### src/rtl/fp8_mac_pkg.sv
// fp8_mac_pkg: shared state type and constants for the FP8 dot-product sequencer
package fp8_mac_pkg;
  typedef enum logic [1:0] {IDLE, RUN, DONE} state_e;
  localparam int FP8_W = 8;
  localparam int MUL_LAT_DEF = 3;
  localparam int ADD_LAT_DEF = 3;
endpackage

### src/rtl/fp8_prod_fifo.sv
// fp8_prod_fifo: DEPTH x FP8 product buffer (push_i/din_i in, pop_i/head_o out, count_o/empty_o status)
module fp8_prod_fifo
  import fp8_mac_pkg::*;
#(
  parameter int DEPTH = 4,
  parameter int CW = $clog2(DEPTH + 1)
) (
  input  logic             clk96,
  input  logic             rst96,
  input  logic             push_i,
  input  logic [FP8_W-1:0] din_i,
  input  logic             pop_i,
  output logic [FP8_W-1:0] head_o,
  output logic [CW-1:0]    count_o,
  output logic             empty_o
);
  localparam int PW = $clog2(DEPTH);
  logic [FP8_W-1:0] mem_q [DEPTH];
  logic [PW-1:0] wp_q, wp_d, rp_q, rp_d;
  logic [CW-1:0] cnt_q, cnt_d;
  always_comb begin
    wp_d = push_i ? (wp_q == PW'(DEPTH - 1) ? '0 : wp_q + 1'b1) : wp_q;
    rp_d = pop_i ? (rp_q == PW'(DEPTH - 1) ? '0 : rp_q + 1'b1) : rp_q;
    cnt_d = cnt_q + CW'(push_i) - CW'(pop_i);
  end
  always_ff @(posedge clk96 or posedge rst96)
    if (rst96) begin
      wp_q <= '0;
      rp_q <= '0;
      cnt_q <= '0;
    end else begin
      wp_q <= wp_d;
      rp_q <= rp_d;
      cnt_q <= cnt_d;
    end
  always_ff @(posedge clk96)
    if (push_i) mem_q[wp_q] <= din_i;
  assign head_o = mem_q[rp_q];
  assign count_o = cnt_q;
  assign empty_o = cnt_q == '0;
endmodule

### src/rtl/fp8_dot_seq.sv
// fp8_dot_seq: sequences an FP8 dot product over a shared external multiplier and adder
// start/vec_len begin a job; in_* stream operand pairs; mul_*/add_* drive the external units;
// out_* present the accumulated result in DONE; busy flags any non-idle state.
module fp8_dot_seq
  import fp8_mac_pkg::*;
#(
  parameter int MUL_LAT = MUL_LAT_DEF,
  parameter int ADD_LAT = ADD_LAT_DEF,
  parameter int LEN_W = 8,
  parameter int PF_DEPTH = 4
) (
  input  logic             clk96,
  input  logic             rst96,
  input  logic             start,
  input  logic [LEN_W-1:0] vec_len,
  input  logic             in_valid,
  output logic             in_ready,
  input  logic [FP8_W-1:0] in_a,
  input  logic [FP8_W-1:0] in_b,
  output logic [FP8_W-1:0] mul_a,
  output logic [FP8_W-1:0] mul_b,
  input  logic [FP8_W-1:0] mul_result,
  output logic [FP8_W-1:0] add_a,
  output logic [FP8_W-1:0] add_b,
  input  logic [FP8_W-1:0] add_result,
  output logic             out_valid,
  input  logic             out_ready,
  output logic [FP8_W-1:0] out_result,
  output logic             busy
);
  localparam int CW = $clog2(PF_DEPTH + 1);
  state_e state_q, state_d;
  logic [LEN_W-1:0] len_q, len_d, cnt_q, cnt_d;
  logic [MUL_LAT-1:0] mul_vld_q, mul_vld_d;
  logic [ADD_LAT-1:0] add_vld_q, add_vld_d;
  logic [FP8_W-1:0] acc_q, acc_d, head;
  logic acc_ld_q, acc_ld_d;
  logic [CW-1:0] count;
  logic empty, hs, push, load, issue, done_cond;
  // products still in the multiplier count against FIFO space so a push can never overflow
  assign in_ready = state_q == RUN && cnt_q < len_q && (int'(count) + $countones(mul_vld_q)) < PF_DEPTH;
  assign hs = in_valid & in_ready;
  assign push = mul_vld_q[MUL_LAT-1];
  // the first product seeds the accumulator directly, so no FP8 zero encoding is needed
  assign load = state_q == RUN && !acc_ld_q && !empty;
  assign issue = state_q == RUN && acc_ld_q && add_vld_q == '0 && !empty;
  assign done_cond = cnt_q == len_q && mul_vld_q == '0 && empty && add_vld_q == '0 && acc_ld_q;
  fp8_prod_fifo #(.DEPTH(PF_DEPTH), .CW(CW)) u_fifo (
    .clk96  (clk96),
    .rst96  (rst96),
    .push_i (push),
    .din_i  (mul_result),
    .pop_i  (load | issue),
    .head_o (head),
    .count_o(count),
    .empty_o(empty)
  );
  always_comb begin
    state_d = state_q;
    len_d = len_q;
    cnt_d = cnt_q + LEN_W'(hs);
    mul_vld_d = (mul_vld_q << 1) | MUL_LAT'(hs);
    add_vld_d = (add_vld_q << 1) | ADD_LAT'(issue);
    acc_ld_d = acc_ld_q | load;
    acc_d = load ? head : add_vld_q[ADD_LAT-1] ? add_result : acc_q;
    case (state_q)
      IDLE: if (start) begin
        len_d = vec_len;
        cnt_d = '0;
        acc_ld_d = 1'b0;
        acc_d = '0;
        state_d = vec_len == '0 ? DONE : RUN;
      end
      RUN: state_d = done_cond ? DONE : RUN;
      DONE: state_d = out_ready ? IDLE : DONE;
      default: state_d = IDLE;
    endcase
  end
  always_ff @(posedge clk96 or posedge rst96)
    if (rst96) begin
      state_q <= IDLE;
      len_q <= '0;
      cnt_q <= '0;
      mul_vld_q <= '0;
      add_vld_q <= '0;
      acc_q <= '0;
      acc_ld_q <= 1'b0;
    end else begin
      state_q <= state_d;
      len_q <= len_d;
      cnt_q <= cnt_d;
      mul_vld_q <= mul_vld_d;
      add_vld_q <= add_vld_d;
      acc_q <= acc_d;
      acc_ld_q <= acc_ld_d;
    end
  assign mul_a = in_a;
  assign mul_b = in_b;
  assign add_a = acc_q;
  assign add_b = head;
  assign out_valid = state_q == DONE;
  assign out_result = acc_q;
  assign busy = state_q != IDLE;
endmodule

### config.mk
export PLATFORM = sky130hd
export DESIGN_NAME = fp8_dot_seq
export DESIGN_NICKNAME = d
export VERILOG_FILES = /design/src/rtl/fp8_mac_pkg.sv /design/src/rtl/fp8_prod_fifo.sv /design/src/rtl/fp8_dot_seq.sv
export SDC_FILE = /design/constraint.sdc
export NUM_CORES = 1
export LEC_CHECK = 0
export CORE_MARGIN = 1
export CORE_UTILIZATION = 40
export DETAILED_ROUTE_END_ITERATION = 10
export MAX_ROUTING_LAYER = met4
export PLACE_DENSITY_LB_ADDON = 0.1
export SLEW_MARGIN = 20
export SYNTH_ARGS = -nofsm -noshare
export SYNTH_HDL_FRONTEND = slang
export SYNTH_HIERARCHICAL = 1
export SYNTH_SLANG_ARGS = --single-unit
### constraint.sdc
create_clock -name clk96 -period 3.9 [get_ports clk96]
set_clock_uncertainty 0.15 [all_clocks]
set_input_delay 0.78 -clock clk96 [delete_from_list [all_inputs] [get_ports clk96]]
set_output_delay 0.78 -clock clk96 [all_outputs]
set_load 0.005 [all_outputs]
# Word-level counts from Yosys, hierarchy flattened

Memories as Yosys holds them, arrays and structs flattened.
Cells that the tools add are included.

Memories kept: 1
Bits in registers: 40
Output and inout bits: 43
Logic and storage cells: 69
Memory bits (writable): 32

Multiplexer cells: 17
Reductions and logical operators: 20
Bitwise gates (word level): 5
Add/sub/neg operators: 8
$lt $le $gt $ge: 2
Equality and inequality tests: 6

Memory list:

| memory       | words | width | rd ports | clocked after Yosys merged registers in | write ports | line                | RTL |
|---|---|---|---|---|---|---|---|
| u_fifo.mem_q | 4     | 8     | 1        | 0                                       | 1           | fp8_prod_fifo.sv:18 | `logic [FP8_W-1:0] mem_q [DEPTH];` |

Operators by type and width:

| operator            | count |
|---|---|
| $mux 8              | 6 |
| $mux 2              | 6 |
| $logic_and 1x1->1   | 11 |
| $logic_not 3->1     | 3 |
| $add 8x1->8         | 1 |
| $eq 8x8->1          | 1 |
| $logic_not 8->1     | 1 |
| $lt 8x8->1          | 1 |
| $eq 2x2->1 const B  | 3 |
| $or 3x1->3          | 2 |
| $pmux 2 s3          | 1 |
| $add 2x1->2 const B | 2 |
| $add 3x3->4         | 1 |
| $lt 4x3->1 const B  | 1 |
| $mux 1              | 4 |
| $add 2x1->3         | 1 |
| $add 3x1->3         | 1 |
| $sub 3x1->3         | 1 |
| $add 1x1->2         | 1 |
| $eq 2x1->1 const B  | 1 |
| $logic_not 1->1     | 2 |
| $logic_not 2->1     | 1 |
| $ne 2x2->1 const B  | 1 |
| $or 1x1->1          | 2 |
| other kinds (3)     | 3 |

# Logic depth before layout (Yosys ltp)

Gate-level depths: netlist (run 1).

Depth in word-level cells: 9
Gate-level depth with buffers: 12
Depth with buffers taken out: 12

# Cells and area by module

The synthesis (run 1) kept the hierarchy.

Modules (own cells, without submodules):

| module        | sequential area each (sq um) | cells an instance | area each (sq um) | instances |
|---|---|---|---|---|
| fp8_dot_seq   | 825.8                        | 185               | 1,871.8           | 1 |
| fp8_prod_fifo | 1,136.1                      | 78                | 1,564.0           | 1 |

# Worst setup path after synthesis (run 1)

Ideal clock, no wire load.

Path kind: reg2reg
Start point: reg add_vld_q[2]
End point: reg u_fifo.cnt_q[2] (netlist: u_fifo/count_o[2])
Buffers on the path: 1
Stages on the path, launching flop included: 11
Period minus slack after synthesis: 2,835 ps
Arrival: 2,559 ps
Library setup time: 125 ps
Slack: 1,065 ps
Path through: dfrtp_1 > buf_6 > or4b_4 > a211oi_1 > ha_1 > inv_1 > ha_1 > inv_1 > fa_1 > xnor2_1 > xnor2_1

Cells in the longest elaborated chain, start to end: 5

Ends and longest elaborated chain:

| item                           | line                | RTL |
|---|---|---|
| start, declared                | fp8_dot_seq.sv:35   | `logic [ADD_LAT-1:0] add_vld_q, add_vld_d;` |
| start signal, assigned         | fp8_dot_seq.sv:93   | `add_vld_q <= add_vld_d;` |
| $logic_not 3->1                | fp8_dot_seq.sv:46   | `assign issue = state_q == RUN && acc_ld_q && add_vld_q == '0 && !empty;` |
| $logic_and 1x1->1 (2 in a row) | fp8_dot_seq.sv:46   |  |
| $or 1x1->1                     | fp8_dot_seq.sv:53   | `.pop_i (load \| issue),` |
| $sub 3x1->3                    | fp8_prod_fifo.sv:24 | `cnt_d = cnt_q + CW'(push_i) - CW'(pop_i);` |
| named net u_fifo.cnt_d[2]      | fp8_prod_fifo.sv:20 | `logic [CW-1:0] cnt_q, cnt_d;` |
| end signal, assigned           | fp8_prod_fifo.sv:34 | `cnt_q <= cnt_d;` |
| end, declared                  | fp8_prod_fifo.sv:20 |  |

The timed path passes the listed nets, and every way through them passes these cells.
A chain may end at the register's enable or synchronous reset.

# Worst setup path after layout (run 1)

Start point: reg mul_vld_q[0]
End point: out in_ready

Cells in the longest elaborated chain, start to end: 5

Ends and longest elaborated chain:

| item                              | line              | RTL |
|---|---|---|
| start, declared                   | fp8_dot_seq.sv:34 | `logic [MUL_LAT-1:0] mul_vld_q, mul_vld_d;` |
| start signal, assigned            | fp8_dot_seq.sv:92 | `mul_vld_q <= mul_vld_d;` |
| $add 1x1->2 (not written as such) | fp8_dot_seq.sv:41 | `assign in_ready = state_q == RUN && cnt_q < len_q && (int'(count) + $countones(mul_vld_q)) < PF_DEPTH;` |
| $add 2x1->3 (not written as such) | fp8_dot_seq.sv:41 |  |
| $add 3x3->4                       | fp8_dot_seq.sv:41 |  |
| $lt 4x3->1                        | fp8_dot_seq.sv:41 |  |
| $logic_and 1x1->1                 | fp8_dot_seq.sv:41 |  |
| end, declared                     | fp8_dot_seq.sv:17 | `output logic in_ready,` |

No other way between the ends.

==> metrics list, run 1 <==
* Core Box Area: 8258 µm²
* Class of the most critical setup path: register to primary output
- Area of the mapped netlist: 3436 µm²
- Post-CTS resize count: 0
* Pwr/cell area: 729.0 nW/µm²
* Initial cell density of the core: 41.61%
- In this run the vertical extent of the chip is 94.68 µm.
* Crit path largest cell delay: just over 0.5 ns
- Detailed placement ended at an HPWL of 4584 µm.
- Post-synthesis average cell area: ~13 µm²
- Clock insertion delay at the later pin of the skew report: 0.34 ns
- Synthesized-area fraction occupied by adder cells: approximately 8.1%
- By area, the combinational part of the netlist is dominated by simple AND/OR/NAND/NOR gates.
* TritonCTS clock tree: built
- DR vias: 2004
* Number of enable-type register cells in the synthesized netlist: 32
- The min-delay analysis places its worst path in the category register to register.
- Maximum achievable frequency: 0.3110 GHz
* Initial antenna violation count: 0
* Final critical path time including I/O delays and setup: 3.215 ns
- H-tree levels: 3
- At the placement stage, the worst setup path has a slack of between 0.7 and 0.8 ns.
* Buffers inserted during post-CTS setup optimization: 0
- The max-slew violation count is 0.
* Rel. slew slack: 58.78%
- Among all flip-flop cells after synthesis, the most frequent one is sky130_fd_sc_hd__dfrtp_1.
* First-pass iteration count of the detailed router: 4
- The number of failing hold endpoints at the final stage is 0.
* TritonCTS Buffers: 9
* Count of unique library cells instantiated by Yosys: 40
- Port buffering added 55 buffers.
* Hold-fix buffers, CTS: 0
* Cells after Synth: about 260
- Die Area: around 9000 µm²
* Post-detailed-route via-to-cell ratio: a little under 5
- Wire per inst: 15.58 µm
* Ordered cell list for the critical path: inv_1 -> fa_1 -> inv_1 -> ha_1 -> nand2_1 -> o2111ai_1 -> nor2_1 -> clkdlybuf4s50_1
* DRC violation count after routing: 0
- Of all nets on the critical path, the largest fanout is 2.
- Final ANT Viol Nets: 0
- Static leakage: roughly 1.7 nW
- In this run the horizontal extent of the chip is about 95 µm.
- In the finished design, the share of the clock period the worst path needs comes to 82.45%.
- Placer Congestion: between 0.7 and 0.8
* Clk buf depth: 2
* Clock input transition at the sequential cells of the worst setup and hold paths: 0.08 ns
* Clock root buffer: sky130_fd_sc_hd__clkbuf_8
- Drt initial violations: between 80 and 90
- For this run, the register share of the synthesized area comes to 57.10%.
- The number of buffers and inverters on the critical path is 3.
* Cell repeated most along the worst path: sky130_fd_sc_hd__inv_1
- In this run the count of I/O pins placed on the die edge is 88.
* Number of clock sinks seen by CTS: 72
- Across the run, the number of max-cap violations was 0.
* Vias in the first global route: a little over 2000
* Setup TNS: 0 ns
- Share of synthesized area spent on multiplexers: 8.521%
- #FFs+latches synth: between 70 and 80
* Final setup vio count: 0
* Sum of overflow across all layers after global routing: 0
* Wire length after detailed routing: approximately 6400 µm
* Pin count of the biggest net entering global routing: 34
- Cells with a size suffix above 1 make up between 10% and 20% of the layout.
- Crit path launch type: register
- After layout, the worst setup slack is roughly 0.68 ns.
- Synth Area in Simple Gates: 10.05%
- The number of antenna diodes in the final layout is 0.
* Placement row count: 33
- Worst Setup End Kind: primary output
- Required time of the critical path: between 2 and 3 ns
- On the critical path, the stage with the largest delay is an instance of sky130_fd_sc_hd__clkdlybuf4s50_1.
- Net count after synthesis: 329
* Async set-reset flop share out of synthesis: a little under three fifths
- GRT Overall Usage: 16.22%
* Data arrival time of the worst path: 2.29 ns
- Area Overhead vs Synth: 19.99%
- Nets: 365
- Outcome: finished, final reports clean
* RSZ-0062 raised after global routing: false
- Top Family by Delay on Critical Path: buffers and inverters
- Post-synthesis xor/xnor area fraction: 2.039%
- During synthesis, Yosys emitted a total of 6 warnings.
- Complex-gate fraction of the synthesized area: 4.880%
- VDD sags by at most 0.2435 mV.
* Slew at the pin closest to its max-slew limit: 0.6177 ns
- The first global-routing pass estimated 10420 µm of wire.
layout by cell type, fill, tap and decap left out, types with 2 or more instances in the layout:
master and count:
sky130_fd_sc_hd__clkdlybuf4s50_1 55, sky130_fd_sc_hd__dfrtp_1 40, sky130_fd_sc_hd__edfxtp_1 32, sky130_fd_sc_hd__inv_1 22, sky130_fd_sc_hd__nor2_1 19, sky130_fd_sc_hd__ha_1 19
sky130_fd_sc_hd__nand2_1 10, sky130_fd_sc_hd__o21ai_0 9, sky130_fd_sc_hd__mux2i_1 9, sky130_fd_sc_hd__a211oi_1 9, sky130_fd_sc_hd__clkbuf_8 9, sky130_fd_sc_hd__mux4_2 8
sky130_fd_sc_hd__nand3_1 7, sky130_fd_sc_hd__xor2_1 5, sky130_fd_sc_hd__nor2b_1 4, sky130_fd_sc_hd__and2_1 4, sky130_fd_sc_hd__a21oi_1 3, sky130_fd_sc_hd__nor3_1 3
sky130_fd_sc_hd__xnor2_1 3, sky130_fd_sc_hd__inv_6 3, sky130_fd_sc_hd__and3_1 2, sky130_fd_sc_hd__or4_1 2, sky130_fd_sc_hd__nand2b_1 2, sky130_fd_sc_hd__mux2_2 2
sky130_fd_sc_hd__fa_1 2, sky130_fd_sc_hd__bufinv_16 2, sky130_fd_sc_hd__clkinvlp_4 2, sky130_fd_sc_hd__buf_4 2
per-stage QoR:
step | instance area [µm²] | util, % | hold slack, ns | total power [W] | std cells
2_1_floorplan | 3436 | - | 0.2037 | 0.001945 | 263
3_3_place_gp | 3897 | 47.20 | 0.2080 | 0.002360 | 393
3_5_place_dp | 3897 | 47.20 | 0.2108 | 0.002373 | 393
4_1_cts | 4123 | 49.92 | 0.2284 | 0.003051 | 409
5_1_grt | 4123 | 49.92 | 0.2341 | 0.003254 | 409
6_report | 4123 | 49.92 | 0.2299 | 0.003005 | 409
cells in the mapped netlist (all sizes together) (2+ instances only):
cell type	number	share of area (%)
dfrtp	40	29
a21oi	3	0.44
mux2i	9	2.6
a211oi	9	2.0
buf	31	6.8
o21ai	9	1.3
xor2	5	1.3
fa	2	1.2
nor3	3	0.44
inv	22	2.4
nor2b	4	0.73
nor2	20	2.2
and3	2	0.36
nand3	7	1.0
xnor2	3	0.76
and2	4	0.73
nand2b	3	0.76
nand2	10	1.1
mux2	2	0.66
ha	19	6.9
mux4	8	5.2
or4	2	0.44
edfxtp	32	28
registers in the layout (all words and copies together), names as in the netlist:
register / count
u_fifo/mem_q: 32
add_a: 8
cnt_q: 8
len_q: 8
add_vld_q: 3
mul_vld_q: 3
u_fifo/count_o: 3
state_q: 2
u_fifo/rp_q: 2
u_fifo/wp_q: 2
acc_ld_q: 1
where the power goes:
part           total (W)  internal, W  leakage [nW]  switching [W]
clock           0.000666     0.000367         0.107       0.000299
combinational    0.00111     0.000642         0.784       0.000468
sequential       0.00123      0.00103         0.783       0.000202
metal layers:
layer  vias up  GRT usage, %  part of all wire [%]
li1        969             -                     -
met1       975         20.17                    45
met2        39         25.78                    50
met3        21         2.738                   3.0
met4         0         7.702                   2.1
met5         -             -                     0
final cells by class:
type	instances	area [µm²]
Clock buffer	9	123.9
Clock inverter	7	101.3
Fill cell	712	4135
Inverter	22	82.58
Multi-Input combinational cell	137	1156
Sequential cell	72	1962
Tap cell	105	131.4
Timing Repair Buffer	57	565.5
worst paths after layout:
check	to	cells after the start	startpoint	slack [ns]
max	in_ready	8	mul_vld_q[0]	0.68
min	mul_vld_q[1]	0	mul_vld_q[0]	0.23
max reg2reg	u_fifo/count_o[2]	9	add_vld_q[2]	0.75
min reg2reg	mul_vld_q[1]	0	mul_vld_q[0]	0.23
max in group asynchronous	len_q[2]	3	rst96	2.58
min in group asynchronous	u_fifo/count_o[2]	2	rst96	0.56
kinds of logic after synthesis:
logic type,count (synthesis)
adder cells (fa/ha/maj),21
multiplexers,19
buffers and inverters,54
flip-flops,72
XOR/XNOR,8
AO/OA/AOI/OAI,26
AND/OR/NAND/NOR,63
No activity file was read; power rests on OpenSTA's default activity.
==> run 2: changes to the inputs <==
- clock period: 3.9 -> 2.78 ns (I/O delays scaled with it)
==> run 2 against run 1 <==
Hold slack improved by 0.0063 ns. Setup slack got worse by 0.59 ns. Die area stayed put. Sequential share of layout area decreased by 0.44 points. Sequential power rose by 36%. Critical path type unchanged. Critical endpoint is now add_b[7]. Largest cell class unchanged.
==> metrics list, run 2 (synthesized netlist as in run 1, its figures left out) <==
- Outcome: finished, final reports clean
- Counting flops per register, the top entry is u_fifo/mem_q.
* Placement row count: 33
* Reported max-cap violation count: 0
- Summing over every cut layer, the via total after detailed routing is 2009.
- The register with the most flip-flops in the layout has 32 of them.
* Path class of the lowest-slack min-delay path: register to register
- Wire per inst: 15.58 µm
* Pwr/cell area: 1010 nW/µm²
- Peak supply drop: 0.4106 mV
- The layout has 771 filler cells.
- Setup TNS: 0 ns
* Top library cells by usage in the layout, fill and taps aside: sky130_fd_sc_hd__clkdlybuf4s50_1 (54), sky130_fd_sc_hd__dfrtp_1 (40), sky130_fd_sc_hd__edfxtp_1 (32), sky130_fd_sc_hd__inv_1 (21), sky130_fd_sc_hd__nor2_1 (19)
- Nets: roughly 370
- Detailed placement finished with a half-perimeter wire length of 4726 µm.
- At the end of routability-driven placement, the weighted congestion stood at 0.7642.
- Final hold analysis gives a worst-case slack of 0.2362 ns.
- The first global-routing pass estimated about 10000 µm of wire.
- The number of antenna violations at the first check in global routing was 0.
- TritonCTS Buffers: 9
- Worst Setup End Kind: primary output
- Fraction of final layout cells sized beyond drive strength 1: approximately 15%
* Drt initial violations: 114
* Crit path launch type: register
* Clock root buffer: sky130_fd_sc_hd__clkbuf_8
- Final critical path time including I/O delays and setup: 2.690 ns
* Vias in the first global route: 2088
* First-pass iteration count of the detailed router: 4
* Antenna diodes: 0
* Multi-input logic area: ~1200 µm²
* Data arrival time of the worst path: just under 2 ns
* Static leakage: 1.700 nW
* Clock insertion delay at the later pin of the skew report: 0.35 ns
- In this run the worst path has a maximum fanout of 10.
- TritonCTS clock tree: built
- In the global route stage, overall resource usage came out at 16.78%.
- Number of clock sinks seen by CTS: 72
- The floorplan step defined a die boundary enclosing between 8000 and 9000 µm².
- At the pin with the least slew margin, the transition time is 0.5161 ns.
- During placement, the flow inserted port buffers numbering 55.
- Pin count of the biggest net entering global routing: 34
- Post-detailed-route via-to-cell ratio: between 4 and 5
- For this run the aggregate overflow at the end of global routing stands at 0.
* Required time of the critical path: roughly 2.1 ns
* Period Utilization, post-route: 96.76%
- DRC violation count after routing: 0
- Measured along the y axis, the die boundary spans 94.68 µm.
- Once the floorplan was initialized, standard cells occupied 41.61% of the core.
* Class of the most critical setup path: register to primary output
- During I/O placement, the number of pins put on the boundary was 88.
- After clock tree synthesis, the clock-pin slew on the worst setup and hold paths is around 0.08 ns.
* Final setup vio count: 0
* Maximum achievable frequency: 0.3717 GHz
* Rel. slew slack: 65.59%
- Counting along the longest clock path gives a buffer depth of 2.
- Core Box Area: ~8300 µm²
* Width of the die: 94.68 µm
- Hold Fails Final Rpt: 0
- Wires add up to 6465 µm.
* Storage cell area: 1962 µm²
* Final Max Tran Viols: 0
- RSZ-0062 raised after global routing: false
- Commonest non-fill, non-tap cell in the layout: sky130_fd_sc_hd__clkdlybuf4s50_1
- Once detail routing completed, the nets flagged for antenna violations numbered 0.
* H-tree levels: 3
- From synthesis to final layout, the design area changed by 21.12%.
==> run 2: changes by cell type in the layout (fill, tap and decap cells not counted), sizes merged <==
cell / before / now
buf: 2 / 9
clkinv: 0 / 1
inv: 25 / 28
clkinvlp: 2 / 0
clkdlybuf4s50: 55 / 54
bufinv: 2 / 0
==> run 2: through the flow <==
step / util (%) / total power (W) / instances / cell area, µm² / setup slack, ns
floorplan: - / 0.002736 / 263 / 3441 / 0.06781
global placement: 47.71 / 0.003385 / 398 / 3940 / 0.1651
detailed placement: 47.71 / 0.003405 / 398 / 3940 / 0.05416
CTS: 50.06 / 0.004236 / 414 / 4134 / 0.05177
global route: 50.39 / 0.004545 / 415 / 4161 / 0.003130
finish: 50.39 / 0.004204 / 415 / 4161 / 0.08998
==> run 2: layout make-up <==
cell class                      count  share of cell area [%]
Clock inverter                      7                   1.654
Clock buffer                        9                   2.977
Sequential cell                    72                   47.14
Inverter                           22                   1.984
Timing Repair Buffer               63                   14.55
Tap cell                          105                   3.157
Multi-Input combinational cell    137                   28.53
==> run 2: repair_timing <==
action                                 4_1_cts  5_1_grt
hold buffers                                 0        0
pin swaps                                    1        5
buffers inserted                             0        1
endpoints found under the hold margin        0        0
setup endpoints to repair                    1        5
gates resized for setup                      5        6
==> run 2: power by group <==
group / total [W] / switching (W) / internal (W)
Sequential: 0.00167 / 0.000228 / 0.00144
Clock: 0.000812 / 0.000458 / 0.000353
Combinational: 0.00172 / 0.000756 / 0.000966
Total: 0.00420 / 0.00144 / 0.00276
==> run 2: critical path, cell delays in order, from the launching register on <==
cell	delay, ns
sky130_fd_sc_hd__dfrtp_1	0.33
sky130_fd_sc_hd__buf_4	0.22
sky130_fd_sc_hd__mux4_2	0.60
sky130_fd_sc_hd__clkdlybuf4s50_1	0.48
==> run 2: worst paths after layout <==
| check | start | to | slack [ns] | cells after the start |
|---|---|---|---|---|
| worst max-delay path | u_fifo/rp_q[0] | add_b[7] | 0.09 | 3 |
| worst min-delay path | add_vld_q[1] | add_vld_q[2] | 0.24 | 0 |
| worst max register to register | add_vld_q[1] | u_fifo/count_o[2] | 0.14 | 9 |
| worst min register to register | add_vld_q[1] | add_vld_q[2] | 0.24 | 0 |
| max in group asynchronous | rst96 | len_q[7] | 1.69 | 3 |
| min in group asynchronous | rst96 | u_fifo/wp_q[1] | 0.32 | 2 |
==> run 2: layer usage <==
metal | up-vias | track usage, % | part of all wire (%)
li1 | 984 | - | -
met1 | 982 | 19.99 | 44
met2 | 34 | 27.04 | 50
met3 | 9 | 4.911 | 3.8
met4 | 0 | 6.061 | 1.2
met5 | - | - | 0
==> run 3: changes to the inputs <==
==> constraint.sdc (replaced) <==
create_clock -name clk96 -period 2.78 [get_ports clk96]
set_clock_uncertainty 0.15 [all_clocks]
set_input_delay 0.834 -clock clk96 [delete_from_list [all_inputs] [get_ports clk96]]
set_output_delay 0.834 -clock clk96 [all_outputs]
set_load 0.005 [all_outputs]
==> run 3 against run 2 <==
The flow now finishes with violations (setup timing). Clock-buffer cell count unchanged. Setup slack worse by 0.14 ns. Via count up 3.8%. Maximum frequency down 5.0%. Register-to-register slack worse by 0.03 ns. Hold slack worse by 0.0024 ns. Utilization up 1.3 points. Critical endpoint is now in_ready. Largest cell class unchanged. Highest routed layer unchanged.
==> metrics list, run 3 (synthesized netlist as in run 1, its figures left out) <==
* Die span in y: 94.68 µm
* DR vias: between 2000 and 2500
* Max FFs per register: 32
- The internal portion of the total power is 0.002865 W.
- Rel. slew slack: about 64%
- Summed over all layers, the global routing overflow is 0.
- Path class of the lowest-slack min-delay path: register to register
- Once layout is complete, the utilization of the core stands at 51.71%.
- Slowest-stage cell, CP: sky130_fd_sc_hd__fa_2
- Initial cell density of the core: 41.61%
* Part of the total power dissipated in sequential elements: 38.4%
* TritonCTS clock tree: built
* Clock root buffer: sky130_fd_sc_hd__clkbuf_8
- Switching part of the total power: 34.13%
- The number of antenna violations at the first check in global routing is 0.
* Reported max-cap violation count: 0
- Met3 routing resource usage after global routing: 5.153%
* Commonest non-fill, non-tap cell in the layout: sky130_fd_sc_hd__clkdlybuf4s50_1
- Part of the power in combinational logic: 43.1%
- The worst setup path is launched from a register.
- The post-route netlist has 20.37% of its cells at a drive strength greater than 1.
- Die Area: 8964 µm²
- The floorplan has 33 rows.
- Clock insertion delay at the later pin of the skew report: 0.35 ns
- The critical path in this run is classified as register to primary output.
- Entering global routing, the biggest net connects 34 pins.
- Excluding fillers, the count of instances in the completed layout stands at 429.
- Failing checks: setup timing
* Slew at the pin closest to its max-slew limit: between 0.5 and 0.6 ns
* Ordered cell list for the critical path: inv_2 -> fa_2 -> inv_2 -> ha_4 -> nand2_2 -> o2111ai_2 -> nor2_1 -> buf_2
- Port bufs: 55
- Nets: between 300 and 400
- For this block, the initial DRC count from the detailed router was 52.
- Global routing used 16.86% of the available tracks across all layers.
- Clock-pin slew was measured on the worst setup and hold paths at 0.08 ns.
* Post-layout worst setup margin: -0.05264 ns
- Setup TNS: -0.05264 ns
* Outcome: finished with violations
- The number of placed instances, taps included, is 406.
- Switching power summed over all nets: roughly 0.0015 W
* TritonCTS Buffers: 9
* Top-level port count: 88
- Area Overhead vs Synth: 24.29%
- For the worst setup path, the data required time is 1.80 ns.
- RSZ-0062 raised after global routing: true
- STA classifies the critical path endpoint as a primary output.
- OpenSTA, run right after detailed placement, puts the worst setup slack at -0.1431 ns.
- After global routing, the most crowded layer is met2.
- Final Max Tran Viols: 0
- Maximum achievable frequency: 0.3530 GHz
- Max FO, Critical Path: 2
- The pre-antenna-repair detailed-routing pass consisted of 4 iterations.
- The core region is around 8300 µm².
* HPWL after detailed placement: 4648 µm
- The number of hold buffers added after CTS was 0.
* Data arrival time of the worst path: 1.85 ns
- Top library cells by usage in the layout, fill and taps aside: sky130_fd_sc_hd__clkdlybuf4s50_1 (46), sky130_fd_sc_hd__dfrtp_1 (40), sky130_fd_sc_hd__edfxtp_1 (32), sky130_fd_sc_hd__buf_4 (21)
- Post-detailed-route via-to-cell ratio: 4.862
- Clock network power share: 18.5%
- DRC violation count after routing: 0
* Largest register by flop count: u_fifo/mem_q
- Wire per inst: 15.17 µm
- Number of clock sinks seen by CTS: 72
* Static leakage: 1.784 nW
* Cell repeated most along the worst path: sky130_fd_sc_hd__inv_2
- Measured along the x axis, the die boundary spans 94.68 µm.
* Clk buf depth: 2
* Worst hold slack after final layout: 0.2338 ns
- The repair_antennas step left the layout with diodes totalling 0.
- The number of failing hold endpoints at the final stage came to 0.
* Crit path largest cell delay: 0.38 ns
- Vias in the first global route: 2155
- Wire length after detailed routing: 6509 µm
- Met1 capacity usage during global routing: between 10% and 20%
- Pwr/cell area: 1019 nW/µm²
- The worst-case IR drop observed on VDD is 0.4201 mV.
- Placer Congestion: 0.7528
* Met2 GRT Util: 28.36%
- H-tree levels: 3
- Final setup vio count: 1
- Final critical path time including I/O delays and setup: 2.833 ns
* Global-route wire length before repair: 10720 µm
* Final ANT Viol Nets: 0
- Period Utilization, post-route: 101.9%
==> run 3: cell count changes in the layout (fill, tap and decap cells not counted), moves of 2 or more <==
cell,before,now
sky130_fd_sc_hd__clkdlybuf4s50_1,54,46
sky130_fd_sc_hd__inv_2,1,3
sky130_fd_sc_hd__clkbuf_2,0,3
sky130_fd_sc_hd__inv_1,21,19
sky130_fd_sc_hd__buf_4,8,21
sky130_fd_sc_hd__dlygate4sd2_1,0,5
sky130_fd_sc_hd__ha_2,2,0
==> run 3: layout make-up <==
cell class | count | area, µm²
fill | 756 | 3988
sequential | 72 | 1962
multi-input combinational | 137 | 1200
timing repair buffer | 77 | 701.9
tap | 105 | 131.4
clock buffer | 9 | 123.9
inverter | 22 | 82.58
clock inverter | 7 | 68.82
==> run 3: final timing paths <==
kind | slack [ns] | to | from | cells past startpoint
worst max-delay path | -0.05 | in_ready | mul_vld_q[0] | 8
worst min-delay path | 0.23 | add_vld_q[1] | add_vld_q[0] | 0
worst max register to register | 0.11 | u_fifo/count_o[2] | add_vld_q[1] | 9
worst min register to register | 0.23 | add_vld_q[1] | add_vld_q[0] | 0
max in group asynchronous | 1.41 | len_q[1] | rst96 | 3
min in group asynchronous | 0.60 | u_fifo/wp_q[0] | rst96 | 2
==> run 3: power by group through the flow <==
stage	clock (W)	combinational, W	sequential (W)
final	0.000804	0.00187	0.00167
after detailed placement	0	0.00181	0.00169
after global placement	0	0.00179	0.00168
after floorplan	0	0.00112	0.00162
after global routing	0.000884	0.00210	0.00172
after CTS	0.000841	0.00184	0.00167
==> run 3: metrics by stage <==
step	cell area (µm²)	power, W
floorplan	3441	0.002736
global placement	4013	0.003467
detailed placement	4013	0.003498
CTS	4240	0.004355
global route	4270	0.004709
finish	4270	0.004350
==> run 3: routing by layer <==
metal,wire (µm),share of wire [%],vias to the layer above
met1,2826,43,1038
met3,219,3.4,7
li1,-,-,1010
met5,0,0,-
met2,3408,52,31
met4,55,0.84,0
==> run 3: timing repair <==
item,CTS,global route
pin swaps,2,4
resized for setup,20,7
buffers inserted,5,2
setup endpoints to repair,9,5
==> run 3: worst max-delay path: cells and delay by family (launching register included) <==
family | cells | cell delay (ns)
AND/OR/NAND/NOR | 2 | 0.18
buffers and inverters | 3 | 0.25
adder cells (fa/ha/maj) | 2 | 0.57
flip-flops | 1 | 0.36
AO/OA/AOI/OAI | 1 | 0.13
